$ cat config.mk
export PLATFORM = sky130hd
export DESIGN_NAME = disp_write_sched
export DESIGN_NICKNAME = d
export VERILOG_FILES = /design/src/rtl/disp_sched_pkg.sv /design/src/rtl/rr_arb2.sv /design/src/rtl/disp_write_sched.sv
export SDC_FILE = /design/constraint.sdc
export NUM_CORES = 1
export LEC_CHECK = 0
export ABC_AREA = 1
export CORE_MARGIN = 5
export CORE_UTILIZATION = 45
export CTS_CLUSTER_SIZE = 8
export DETAILED_ROUTE_END_ITERATION = 10
export PLACE_DENSITY = 0.82
export SETUP_SLACK_MARGIN = 0.3
export SKIP_CTS_REPAIR_TIMING = 1
export SYNTH_ARGS = -nofsm -noshare
export SYNTH_HDL_FRONTEND = slang
export SYNTH_SLANG_ARGS = --single-unit
$ cat constraint.sdc
create_clock -name clk -period 4.1 [get_ports clk]
set_input_delay 0.82 -clock clk [delete_from_list [all_inputs] [get_ports clk]]
set_output_delay 0.82 -clock clk [all_outputs]
set_load 0.02 [all_outputs]
$ cat src/rtl/disp_sched_pkg.sv
// -----------------------------------------------------------------------------
// disp_sched_pkg
// Shared definitions for the display write scheduler:
//   - DEF_NUM_DIGITS / DEF_DIGIT_W : default geometry of one display update
//   - state_t                      : scheduler FSM states (IDLE, WRITE, DONE)
// -----------------------------------------------------------------------------
package disp_sched_pkg;

    localparam int DEF_NUM_DIGITS = 8;
    localparam int DEF_DIGIT_W    = 4;

    // IDLE  : waiting for a request, req_ready driven by the arbiter
    // WRITE : one digit written per cycle
    // DONE  : one-cycle completion pulse, last-grant pointer updated
    typedef enum logic [1:0] {
        IDLE  = 2'd0,
        WRITE = 2'd1,
        DONE  = 2'd2
    } state_t;

endpackage : disp_sched_pkg

$ cat src/rtl/rr_arb2.sv
// -----------------------------------------------------------------------------
// rr_arb2
// Two-way round-robin grant logic (purely combinational).
// Ports:
//   req[1:0]  in   request vector, bit i from requester i
//   last      in   requester granted most recently (0 or 1)
//   gnt[1:0]  out  one-hot grant (all zero when nobody requests)
// On a tie the requester that was NOT granted last wins; a lone requester
// always wins.
// -----------------------------------------------------------------------------
module rr_arb2 (
    input  logic [1:0] req,
    input  logic       last,
    output logic [1:0] gnt
);

    always_comb begin
        gnt = 2'b00;
        // Requester 0 wins when alone, or on a tie if requester 1 went last.
        if (req[0] && (!req[1] || last)) begin
            gnt = 2'b01;
        end else if (req[1]) begin
            gnt = 2'b10;
        end
    end

endmodule : rr_arb2

$ cat src/rtl/disp_write_sched.sv
// -----------------------------------------------------------------------------
// disp_write_sched
// Arbitrates two display-update requesters and streams the granted value into
// a display register file, one digit per clock.
//
// Parameters:
//   NUM_DIGITS  digits written per update
//   DIGIT_W     bits per digit
// Ports:
//   clk         in   system clock, rising edge
//   reset       in   synchronous active-high reset
//   req_valid   in   [1:0] per-requester update request
//   req_data0   in   requester 0 value, digit k at [k*DIGIT_W +: DIGIT_W]
//   req_data1   in   requester 1 value, same layout
//   req_ready   out  [1:0] accept strobe (combinational, IDLE only)
//   num         out  digit value to the display write port (registered)
//   sel         out  digit index to the display write port (registered)
//   write       out  display write strobe (registered)
//   busy        out  high in WRITE and DONE
//   done        out  one-cycle pulse when an update completes
//   dbg_state   out  current FSM state, for observation only
//
// Handshake (valid/ready): a transfer from requester i happens on the rising
// edge where req_valid[i] and req_ready[i] are both high. req_ready is a
// combinational function of req_valid while IDLE and zero otherwise, so a
// requester must hold req_valid and its data stable until it sees req_ready;
// nothing is accepted while an update is in progress, but nothing is dropped.
//
// Timing for a handshake at cycle N: write high N+1 .. N+NUM_DIGITS with
// sel = 0 .. NUM_DIGITS-1, done at N+NUM_DIGITS+1, next accept N+NUM_DIGITS+2.
// -----------------------------------------------------------------------------
module disp_write_sched
    import disp_sched_pkg::*;
#(
    parameter int NUM_DIGITS = DEF_NUM_DIGITS,
    parameter int DIGIT_W    = DEF_DIGIT_W
) (
    input  logic                          clk,
    input  logic                          reset,
    input  logic [1:0]                    req_valid,
    input  logic [NUM_DIGITS*DIGIT_W-1:0] req_data0,
    input  logic [NUM_DIGITS*DIGIT_W-1:0] req_data1,
    output logic [1:0]                    req_ready,
    output logic [DIGIT_W-1:0]            num,
    output logic [$clog2(NUM_DIGITS)-1:0] sel,
    output logic                          write,
    output logic                          busy,
    output logic                          done,
    output logic [1:0]                    dbg_state
);

    localparam int SEL_W  = $clog2(NUM_DIGITS);
    localparam int DATA_W = NUM_DIGITS * DIGIT_W;
    localparam logic [SEL_W-1:0] LAST_SEL = SEL_W'(NUM_DIGITS - 1);

    // ------------------------------------------------------------------
    // State and registered outputs
    // ------------------------------------------------------------------
    state_t              r_state;
    logic [SEL_W-1:0]    r_cnt;
    logic [DATA_W-1:0]   r_data;
    logic                r_last;      // requester granted by the previous completed update
    logic                r_gnt_idx;   // requester owning the update in progress
    logic                r_write;
    logic                r_busy;
    logic                r_done;
    logic [DIGIT_W-1:0]  r_num;
    logic [SEL_W-1:0]    r_sel;

    // ------------------------------------------------------------------
    // Next-state / combinational signals
    // ------------------------------------------------------------------
    state_t              w_state_nxt;
    logic [SEL_W-1:0]    w_cnt_nxt;
    logic [DATA_W-1:0]   w_data_nxt;
    logic                w_last_nxt;
    logic                w_gnt_idx_nxt;
    logic                w_write_nxt;
    logic                w_busy_nxt;
    logic                w_done_nxt;
    logic [DIGIT_W-1:0]  w_num_nxt;
    logic [SEL_W-1:0]    w_sel_nxt;

    logic [1:0]          w_gnt;
    logic                w_xfer;
    logic [DATA_W-1:0]   w_req_data;
    logic [SEL_W-1:0]    w_cnt_inc;

    rr_arb2 u_arb (
        .req  (req_valid),
        .last (r_last),
        .gnt  (w_gnt)
    );

    // Ready only while idle and out of reset; the arbiter already masks it
    // with req_valid, so at most one bit is high and only for a valid requester.
    assign req_ready  = (r_state == IDLE && !reset) ? w_gnt : 2'b00;
    assign w_xfer     = |(req_valid & req_ready);
    assign w_req_data = w_gnt[1] ? req_data1 : req_data0;
    assign w_cnt_inc  = r_cnt + SEL_W'(1);

    // ------------------------------------------------------------------
    // Next-state and registered-output logic
    // ------------------------------------------------------------------
    always_comb begin
        w_state_nxt   = r_state;
        w_cnt_nxt     = r_cnt;
        w_data_nxt    = r_data;
        w_last_nxt    = r_last;
        w_gnt_idx_nxt = r_gnt_idx;
        w_write_nxt   = 1'b0;
        w_busy_nxt    = 1'b0;
        w_done_nxt    = 1'b0;
        w_num_nxt     = '0;
        w_sel_nxt     = '0;

        case (r_state)
            IDLE: begin
                if (w_xfer) begin
                    w_state_nxt   = WRITE;
                    w_data_nxt    = w_req_data;
                    w_gnt_idx_nxt = w_gnt[1];
                    w_cnt_nxt     = '0;
                    // Digit 0 is taken straight from the request so the first
                    // write appears on the cycle right after the handshake.
                    w_write_nxt   = 1'b1;
                    w_busy_nxt    = 1'b1;
                    w_sel_nxt     = '0;
                    w_num_nxt     = w_req_data[DIGIT_W-1:0];
                end
            end

            WRITE: begin
                w_busy_nxt = 1'b1;
                if (r_cnt == LAST_SEL) begin
                    w_state_nxt = DONE;
                    w_done_nxt  = 1'b1;
                end else begin
                    // Outputs are registered, so the values for the next
                    // write cycle are prepared from the incremented count.
                    w_cnt_nxt   = w_cnt_inc;
                    w_write_nxt = 1'b1;
                    w_sel_nxt   = w_cnt_inc;
                    w_num_nxt   = r_data[int'(w_cnt_inc)*DIGIT_W +: DIGIT_W];
                end
            end

            DONE: begin
                w_state_nxt = IDLE;
                w_cnt_nxt   = '0;
                // Pointer moves only on completion, so an aborted update
                // does not change who wins the next tie.
                w_last_nxt  = r_gnt_idx;
            end

            default: begin
                w_state_nxt = IDLE;
                w_cnt_nxt   = '0;
            end
        endcase
    end

    always_ff @(posedge clk) begin
        if (reset) begin
            r_state   <= IDLE;
            r_cnt     <= '0;
            r_data    <= '0;
            r_last    <= 1'b1;  // requester 0 wins the first tie
            r_gnt_idx <= 1'b0;
            r_write   <= 1'b0;
            r_busy    <= 1'b0;
            r_done    <= 1'b0;
            r_num     <= '0;
            r_sel     <= '0;
        end else begin
            r_state   <= w_state_nxt;
            r_cnt     <= w_cnt_nxt;
            r_data    <= w_data_nxt;
            r_last    <= w_last_nxt;
            r_gnt_idx <= w_gnt_idx_nxt;
            r_write   <= w_write_nxt;
            r_busy    <= w_busy_nxt;
            r_done    <= w_done_nxt;
            r_num     <= w_num_nxt;
            r_sel     <= w_sel_nxt;
        end
    end

    assign write     = r_write;
    assign busy      = r_busy;
    assign done      = r_done;
    assign num       = r_num;
    assign sel       = r_sel;
    assign dbg_state = r_state;

endmodule : disp_write_sched

[After elaboration in Yosys (flattened, before gate mapping)]
Cells that the tools add are included.
Storage, ports and cells
  flip-flop bits (word level): 49
  bits in latches: 0
  RAM bits: 0
  bits in read-only memories: 0
  input port bits: 68
  output and inout port bits: 14
  word-level logic and storage cells: 50
  memories kept: 0
Cells by class
  add/sub/neg operators: 1
  multipliers: 0
  div/mod/pow operators: 0
  $lt $le $gt $ge: 0
  equal/unequal tests: 6
  shifts and indexed selects: 1
  mux-type cells: 18
  bitwise gates (word level): 2
  reduce and logical (&&, ||, !) cells: 12
Operators with widths (count)
  32-bit 2-to-1 mux: 1
  32-bit by 6-bit indexed part select with 4-bit output: 1
  2-bit 2-to-1 mux: 5
  4-bit 2-to-1 mux: 2
  4-bit case mux with 2 select lines: 1
  3-bit 2-to-1 mux: 2
  2-bit != test, second input constant: 3
  3-bit case mux with 2 select lines: 1
  2-bit AND reduction: 3
  1-bit case mux with 2 select lines: 2
  2-bit case mux with 2 select lines: 1
  2-bit OR reduction: 2
  3-bit by 1-bit adder with 3-bit output, second input constant: 1
  3-bit == test, second input constant: 1
  1-bit 2-to-1 mux: 3
  3-bit OR reduction: 1
  2-bit AND: 1
  2-bit by 1-bit == test with 1-bit output, second input constant: 1
  2-bit == test, second input constant: 1
  1-bit logical AND: 2
  1-bit zero test: 2
  2-bit zero test: 1
  1-bit logical OR: 1
  1-bit inverter: 1

[Longest topological paths before layout]
  word-level depth: 9
  gate-level depth with buffers: 9

[Cells and area by module]
A second synthesis with hierarchy kept.
Unflattened totals
  cell total of the unflattened synthesis: 313
  area, all modules: 2408.6 µm²
By module, submodules not included
  disp_write_sched: instances 1, cells an instance 309, area an instance 2381.0 µm², seq. area each 980.9 µm²
  rr_arb2: instances 1, cells an instance 4, area an instance 27.5 µm², seq. area each 0.0 µm²

[Worst setup path after synthesis]
Ideal clock, no wire load.
  path type: in2out
  start point: input reset
  end point: output req_ready[0]
  arrival time: 1.291 ns
  slack: 1.989 ns
  cell stages on the path: 3
  path buffers: 0
  cell sequence: inv_2 -> nand2_2 -> nor2_1
Between the ends
  word-level cells in the longest chain between the ends: 3
RTL lines
  start: declaration: RTL line disp_write_sched.sv:39  | input logic reset,
  1-bit zero test: RTL line disp_write_sched.sv:97  | assign req_ready = (r_state == IDLE && !reset) ? w_gnt : 2'b00;
  1-bit logical AND: RTL line disp_write_sched.sv:97
  2-bit 2-to-1 mux: RTL line disp_write_sched.sv:97
  end: declaration: RTL line disp_write_sched.sv:43  | output logic [1:0] req_ready,
No other way between the ends.

[Final worst setup path]
  start point: input reset
  end point: output req_ready[1]
Same word-level chain as after synthesis.

==> run_results.csv <==
group,metric,value,unit
routing,first_iter_violations,203,
floorplanning,core,5470,um^2
routing,drc,0,
clock_network,cts_tree,"yes",
timing,relSlewSlack,51.8,%
placement,hpwl,4290,um
power,p_total,1.13,mW
worst_setup_path,r2r_slack,1.97,ns
clock_network,clockRootBuffer,"clkbuf_8",
routing,vias,2593,
job,cap_violations,0,
routing,wl,5890,um
routing,ant_nets,0,
power,pwr-share-seq,48.5,%
power,p_int,0.795,mW
logic_synthesis,synth-seq-area-share,38.8,%
finish,layout.cells.non_filler,545,
clock_network,clock_path_buffers,2,
power,clock_power_share,24.7,%
power,power_per_cell_area,334,nW/um^2
power,p_sw,0.337,mW
logic_synthesis,post-synth-top-count-cell,"nand2_1",
worst_setup_path,critPathKind,"in2out",
floorplanning,num_rows,27,
timing,worst_slack,0.786,ns
routing,avgRoutedWirePerCell,10.8,um
logic_synthesis,synth_top_area_cell,"dfxtp_1",
worst_setup_path,r2r-end,"num[2]$_SDFF_PP0_",
power,comb_power_share,26.7,%
clock_network,insertion_delay,0.30,ns
worst_setup_path,worstReg2RegStart,"r_cnt[0]$_SDFFE_PP0P_",
logic_synthesis,synth_edf_count,0,
finish,design_area,3390,um^2
power,ir_drop,0.000142,V
placement,placedInstanceArea,3300,um^2
floorplanning,pin_count,82,
logic_synthesis,syn_nets,473,
timing,fin_crit,3.31,ns
worst_setup_path,reg2regPathDepth,6,
clock_network,cts_buffers,5,
worst_setup_path,crit_required,3.28,ns
floorplanning,dieHeight,84.9,um
worst_setup_path,cp-end-kind,"output pin",
finish,final_layout_size_suffix_gt1_share,4.02,%
logic_synthesis,synthFlopType,"dfxtp_1",
logic_synthesis,async_reset_ff_share,0,%
grt,grt_pass1_vias,2430,
outcome,status,"finished clean",
timing,maxSlewViolCount,0,
worst_setup_path,crit_slowest_cell,"clkdlybuf4s50_1",
worst_setup_path,startpoint,"reset",
timing,tightest_slew,0.721,ns
timing,min_period_over_period,80.8,%
timing,setup_viol,0,
hold_path,whs_path_depth,2,
logic_synthesis,netlist_area,2530,um^2
finish,fin_nets,543,
clock_network,cts_num_sinks,49,
worst_setup_path,crit_chain,"clkdlybuf4s50_1, inv_2, nand2_2, inv_2, nand2_2, inv_1, clkdlybuf4s50_1",
logic_synthesis,yosys.area.top_type_share,38.8,%
placement,port_buffers,81,
finish,fin_util,61.9,%
logic_synthesis,ys_warn_count,0,
hold_path,hp-class,"reg2reg",
timing,setup-tns-final,0,ns
placement,globalplace.congestion,0.885,
grt,overflow,0,
logic_synthesis,post_synth_main_area_contributors,"dfxtp_1 (39%), nand2_1 (21%), nor2_1 (9.8%)",
worst_setup_path,worstPathMaxFanout,12,
clock_network,clk_pin_slew,0.08,ns
timing,finalClockSkew,0.00541,ns
logic_synthesis,ys_types,23,
worst_setup_path,worstSetupEndpoint,"req_ready[1]",
timing,rsz0062_at_grt,"false",
floorplanning,die_w,84.9,um
finish,syn_to_final_growth,34.1,%
timing,max_freq,302,MHz
grt,grt_pass1_wl,10000,um
logic_synthesis,synth-seq-cells,49,
floorplanning,die_area,7220,um^2
grt,grt_max_degree,38,
placement,place_inst,538,
grt,grt.total_usage,16.3,%
worst_setup_path,start_kind,"input port",
worst_setup_path,crit_arrival,2.49,ns
routing,viasPerCell,4.76,
worst_setup_path,max_stage_delay,0.64,ns
timing,fin_hold_ws,0.477,ns
placement,pre_cts_ws,0.794,ns
power,p_leak,1.60,nW
grt,antenna_found_initial,0,
logic_synthesis,synthCells,403,
logic_synthesis,synth_top_cells_by_count,"nand2_1 (142), nor2_1 (66), dfxtp_1 (49), inv_1 (37), o21ai_0 (30)",
timing,hold_viol,0,
finish,diodes,0,
clock_network,h-tree-depth,2,
routing,dr.pass1.iters,4,
logic_synthesis,syn_avg_cell_area,6.27,um^2
power,swShare,29.8,%
floorplanning,initial_core_util,46.2,%
cells by family (layout without fill, tap and decap cells):
logic type | count (synthesis) | count (layout) | synth area share, %
buffers and inverters | 62 | 132 | 12.3
adder cells (fa/ha/maj) | 2 | 2 | 0.990
AND/OR/NAND/NOR | 243 | 243 | 38.3
flip-flops | 49 | 49 | 38.8
AO/OA/AOI/OAI | 47 | 47 | 9.60
sequential cells by signal, summed over array words and instances, names as in the netlist:
name,flops
busy,1
dbg_state,2
done,1
num,4
r_cnt,3
r_data,32
r_gnt_idx,1
r_last,1
sel,3
write,1
layout by cell type, fill, tap and decap left out, drive strengths merged:
cell type / count
clkbuf: 7
nand2: 145
o21ai: 31
nand3: 29
a21oi: 14
inv: 41
o211ai: 1
ha: 2
a31oi: 1
or2: 1
buf: 2
clkinv: 1
dfxtp: 49
clkdlybuf4s50: 81
nor2: 68
layout make-up:
type / count / area [um^2]
Tap cell: 72 / 90.1
Timing Repair Buffer: 83 / 826
Multi-Input combinational cell: 292 / 1240
Fill cell: 537 / 2080
Clock buffer: 7 / 86.3
Sequential cell: 49 / 981
Inverter: 42 / 163
worst max-delay path, delay by kind of cell:
family | cells | cell delay (ns)
simple gates | 2 | 0.15
buf+inv | 5 | 1.51
power groups by stage:
stage,sequential [mW],clock (mW),combinational (mW)
3_5_place_dp,0.560,0,0.304
6_report,0.550,0.280,0.303
4_1_cts,0.549,0.282,0.306
3_3_place_gp,0.559,0,0.299
5_1_grt,0.557,0.305,0.342
2_1_floorplan,0.561,0,0.189
how the worst min path moves through the flow:
stage | start | endpoint | slack (ns)
final | r_data[0]$_SDFFE_PP0P_ | r_data[0]$_SDFFE_PP0P_ | 0.48
after global routing | r_data[2]$_SDFFE_PP0P_ | r_data[2]$_SDFFE_PP0P_ | 0.50
after CTS | r_data[0]$_SDFFE_PP0P_ | r_data[0]$_SDFFE_PP0P_ | 0.48
after detailed placement | r_data[3]$_SDFFE_PP0P_ | r_data[3]$_SDFFE_PP0P_ | 0.46
after global placement | r_data[0]$_SDFFE_PP0P_ | r_data[0]$_SDFFE_PP0P_ | 0.45
after floorplan | r_data[0]$_SDFFE_PP0P_ | r_data[0]$_SDFFE_PP0P_ | 0.44
metal layers:
metal | vias up | GRT usage [%] | part of all wire, %
met4 | 0 | 5.47 | 1.4
met1 | 1141 | 19.1 | 44
met2 | 72 | 29.1 | 48
li1 | 1370 | - | -
met5 | - | 0 | 0
met3 | 10 | 3.79 | 6.1
Note: power is estimated with default switching activity, not from simulation.
==> RTL change 1, RTL diff (same flow settings) <==
`DEF_DIGIT_W`: 4 -> 6.
--- a/src/rtl/disp_sched_pkg.sv
+++ b/src/rtl/disp_sched_pkg.sv
@@ -9,3 +9,3 @@
     localparam int DEF_NUM_DIGITS = 8;
-    localparam int DEF_DIGIT_W    = 4;
+    localparam int DEF_DIGIT_W    = 6;
 
Ports: changed (resized num, req_data0 and req_data1); port bits go from 82 to 116. No check against the original RTL was run, so the function may have changed too.
==> RTL change 1 against the original RTL <==
Setup slack got worse by 0.080 ns. Total power is 82% higher. Synthesized area rose by 40%. Critical path depth stayed put. Clock power rose to 2.8 times the old value. Routed wire length up 62%. Sequential cell count increased by 18. Count of clock-buffer cells in the layout up 2. Cell area is 46% higher. Critical path type unchanged. Critical endpoint unchanged. Largest cell class unchanged.
==> RTL change 1: results (changes against the original RTL) <==
#MultiIn Comb: 430 (+47%)
cell leakage power: 0.002346 uW (+47%)
Synth Area in Compound Gates: 9.357% (-0.25 points)
Hold Path Stages: 2 (unchanged)
max incr delay on CP: 0.60 ns (-0.04 ns)
vias in the first global route: 3669 (+51%)
largest fanout on the critical path: 50 (+38)
Comb group: 525 uW (+73%)
sequential area share after synthesis: 37.85% (-0.96 points)
Post-DP Area: 4664 um2 (+41%)
Cells after DPL: 772 (+43%)
Multi-input gate area: 1807 um2 (+45%)
sequential power share: 36.5% (-12 points)
outcome: complete, no violations
Final nets: 783 (+44%)
Pre-antenna DRT Iters: 5 (+1)
Psw: 590.8 uW (+75%)
Logic inverters: 54 (+29%)
Post-Place Worst Slack: 0.7014 ns (-0.09254 ns)
GP Congestion: 0.8347 (-5.7%)
first-pass GRT wire length: 16640 um (+66%)
maximum number of pins on one net before global-route repair: 56 (+47%)
Mapped Cells: 586 (+45%)
CLK BUF: 9 (+2)
Mapped Nets: 688 (+45%)
adder-cell share of the synthesized area: 0.7062% (-0.28 points)
Non-clock buffer share: 23.85% (-0.51 points)
clock network area share: 5.811% (+3.3 points)
final sequential cell count: 67 (+37%)
DP HPWL: 6834 um (+59%)
multi-input gate share of total cell area: 36.48% (-0.21 points)
Setup Skew: 0.005777 ns (+0.0003682 ns)
Clk pwr share: 38.1% (+13 points)
H-tree lvl count: 3 (+1)
share of layout cells above drive strength 1: 4.810% (+0.79 points)
detailed-route via count: 3789 (+46%)
Skew-Pair Late Insertion Delay: 0.34 ns (+0.04 ns)
ys async rst share: 0% (unchanged)
register area: 1341 um2 (+37%)
Initial DRC Count: 233 (+15%)
ANT cells: 0 (unchanged)
antenna violations before repair: 0 (unchanged)
Arrival @ worst endpoint: 2.57 ns (+0.08 ns)
routed length per instance: 12.14 um (+12%)
IO Port Bufs: 115 (+42%)
Peak supply drop: 0.0001733 V (+22%)
Max-slew headroom: 44.80% (-7.0 points)
Filler cells: 697 (+30%)
max FFs per register: 48 (+50%)
Plain + repair buffers: 119 (+43%)
dominant cells by area after synthesis: dfxtp_1 38%, nand2_1 23%, nor2_1 10%
Total GRT Usage: 20.29% (+4.0 points)
Post-Layout Cell Count: 788 (+45%)
R2R depth: 7 (+1)
Synth cell types: 21 (-8.7%)
[RTL change 1: cell count changes in the layout (fill, tap and decap cells not counted), moves of 3 or more]
| cell | unedited run | this run |
|---|---|---|
| dfxtp_1 | 49 | 67 |
| nand3_1 | 29 | 44 |
| o21ai_1 | 1 | 20 |
| or2_2 | 1 | 4 |
| inv_1 | 37 | 50 |
| clkdlybuf4s50_1 | 81 | 115 |
| o21ai_0 | 30 | 24 |
| nand2_1 | 142 | 213 |
| a21oi_1 | 13 | 19 |
| clkbuf_8 | 6 | 9 |
| bufinv_16 | 0 | 5 |
| nor2_1 | 66 | 98 |
[RTL change 1: per-layer routing]
layer  track usage [%]  wire length [um]
met1             25.56              4378
met2             33.65              4347
met3             5.662               686
met4             6.513               154
met5                 0                 0
[RTL change 1: final timing paths]
kind | startpoint | slack, ns | to
worst min-delay path | r_data[0] | 0.47 | r_data[0]
worst max register to register | r_last | 2.20 | r_data[20]
worst max-delay path | reset | 0.71 | req_ready[1]
worst min register to register | r_data[0] | 0.47 | r_data[0]
==> RTL change 2, RTL diff (same settings) <==
Without the edit above. Reset style: asynchronous (`reset`), changed in one clocked block. Comments in the files are not updated.
--- a/src/rtl/disp_write_sched.sv
+++ b/src/rtl/disp_write_sched.sv
@@ -162,3 +162,3 @@
 
-    always_ff @(posedge clk) begin
+    always_ff @(posedge clk or posedge reset) begin
         if (reset) begin
Check against the original RTL: differs if reset is asserted again (counterexample within 4 cycles, from zero or initial values and one cycle with reset high); with reset held inactive, the same outputs for 10 cycles.
==> RTL change 2 against the original RTL <==
Setup slack improved by 0.18 ns. Highest routed layer unchanged. Die area is 3.9% higher. Routed wire length rose by 5.2%. Cell area grew 4.5%. Non-clock buffer count shrank 1. Clock skew fell by 0.00067 ns. Synthesized area rose by 4.4%. Sequential cell count did not move.
Power is not compared: it rests on default switching activity, and its combinational part moved more than twofold at a synthesized area within 25%.
==> RTL change 2: results (changes against the original RTL) <==
outcome: complete, no violations
Hold Startpoint: r_data[1]
Initial DRC Count: 174 (-14%)
PnR worst setup slack: 0.9652 ns (+0.1793 ns)
critical path launch point: req_valid[0]
Post-Place Worst Slack: 0.9575 ns (+0.1635 ns)
maximum number of pins on one net before global-route repair: 65 (+71%)
Critical R2R Launch: r_cnt[0]
Total GRT Usage: 17.03% (+0.72 points)
Clock Path Buffers: 2 (unchanged)
DP HPWL: 4550 um (+6.0%)
commonest cells in the netlist: 115 x nand2_1, 71 x inv_1, 57 x o21ai_0
Mapped Avg Cell Area: 7.310 um2 (+17%)
GP Congestion: 0.8381 (-5.3%)
detailed-route via count: 2406 (-7.2%)
Pre-antenna DRT Iters: 4 (unchanged)
worst hold path class: register to register
share of layout cells above drive strength 1: 5.300% (+1.3 points)
final WL: 6198 um (+5.2%)
first-pass GRT wire length: 10250 um (+2.2%)
ys async rst share: 100.0% (+100 points)
largest fanout on the critical path: 3 (-9)
reg-to-reg endpoint: num[3]
ys flop type: dfrtp_1
Arrival @ worst endpoint: 2.31 ns (-0.18 ns)
Max-slew headroom: 34.77% (-17 points)
Mapped Nets: 431 (-8.9%)
cell leakage power: 0.001776 uW
max FFs per register: 32 (unchanged)
sequential area share after synthesis: 46.51% (+7.7 points)
Setup Skew: 0.004742 ns (-0.0006668 ns)
Root Buffer Master: clkbuf_8
dominant cells by area after synthesis: dfrtp_1 46%, nand2_1 16%, o21ai_0 11%
Post-Layout Cell Count: 506 (-7.2%)
Final nets: 503 (-7.4%)
vias in the first global route: 2277 (-6.3%)
Clk pin slew, worst setup/hold paths: 0.09 ns
Synth cell types: 21 (-8.7%)
Critical Path End: req_ready[0]
Post-DP Area: 3452 um2 (+4.5%)
r2r setup slk: 1.97 ns (about the same)
IO Port Bufs: 81 (unchanged)
RTL change 2: layer usage:
| metal | share of wire (%) | global-route usage [%] | wire length (um) | vias to the layer above |
|---|---|---|---|---|
| li1 | - | - | - | 1245 |
| met1 | 44 | 21.95 | 2701 | 1077 |
| met2 | 47 | 28.37 | 2923 | 74 |
| met3 | 7.5 | 3.517 | 462 | 10 |
| met4 | 1.8 | 5.949 | 110 | 0 |
| met5 | 0 | 0 | 0 | - |
RTL change 2: worst min path at each step:
stage          cells after the start        end  slack, ns
2_1_floorplan                      2   r_cnt[1]       0.45
3_3_place_gp                       2   r_cnt[2]       0.46
5_1_grt                            2  r_data[2]       0.52
6_report                           2  r_data[1]       0.49
4_1_cts                            2  r_data[1]       0.50
3_5_place_dp                       2  r_data[1]       0.47
RTL change 2: cells by family after synthesis:
family,count (synthesis),synth area share (%)
AOI/OAI and AO/OA,70,14.98
adders and majority gates,2,0.9482
buffers and inverters,92,14.56
DFF,49,46.52
and+or+nand+nor,148,23.00
RTL change 2: area by class of cell:
cell class | count | area (um2)
multi-input combinational | 220 | 1035
fill | 529 | 2066
timing repair buffer | 82 | 818.3
sequential | 49 | 1227
clock inverter | 3 | 21.27
inverter | 75 | 281.5
tap | 72 | 90.09
clock buffer | 5 | 68.82
RTL change 2: critical path, cell delays in order:
cell and delay [ns]:
clkdlybuf4s50_1 0.53, inv_1 0.06, nor2_1 0.14, nand2_2 0.10, inv_1 0.07, clkdlybuf4s50_1 0.59
RTL change 2: where the power goes:
part / switching [uW] / internal (uW)
Combinational: 634 / 407
Sequential: 114 / 709
Clock: 169 / 121
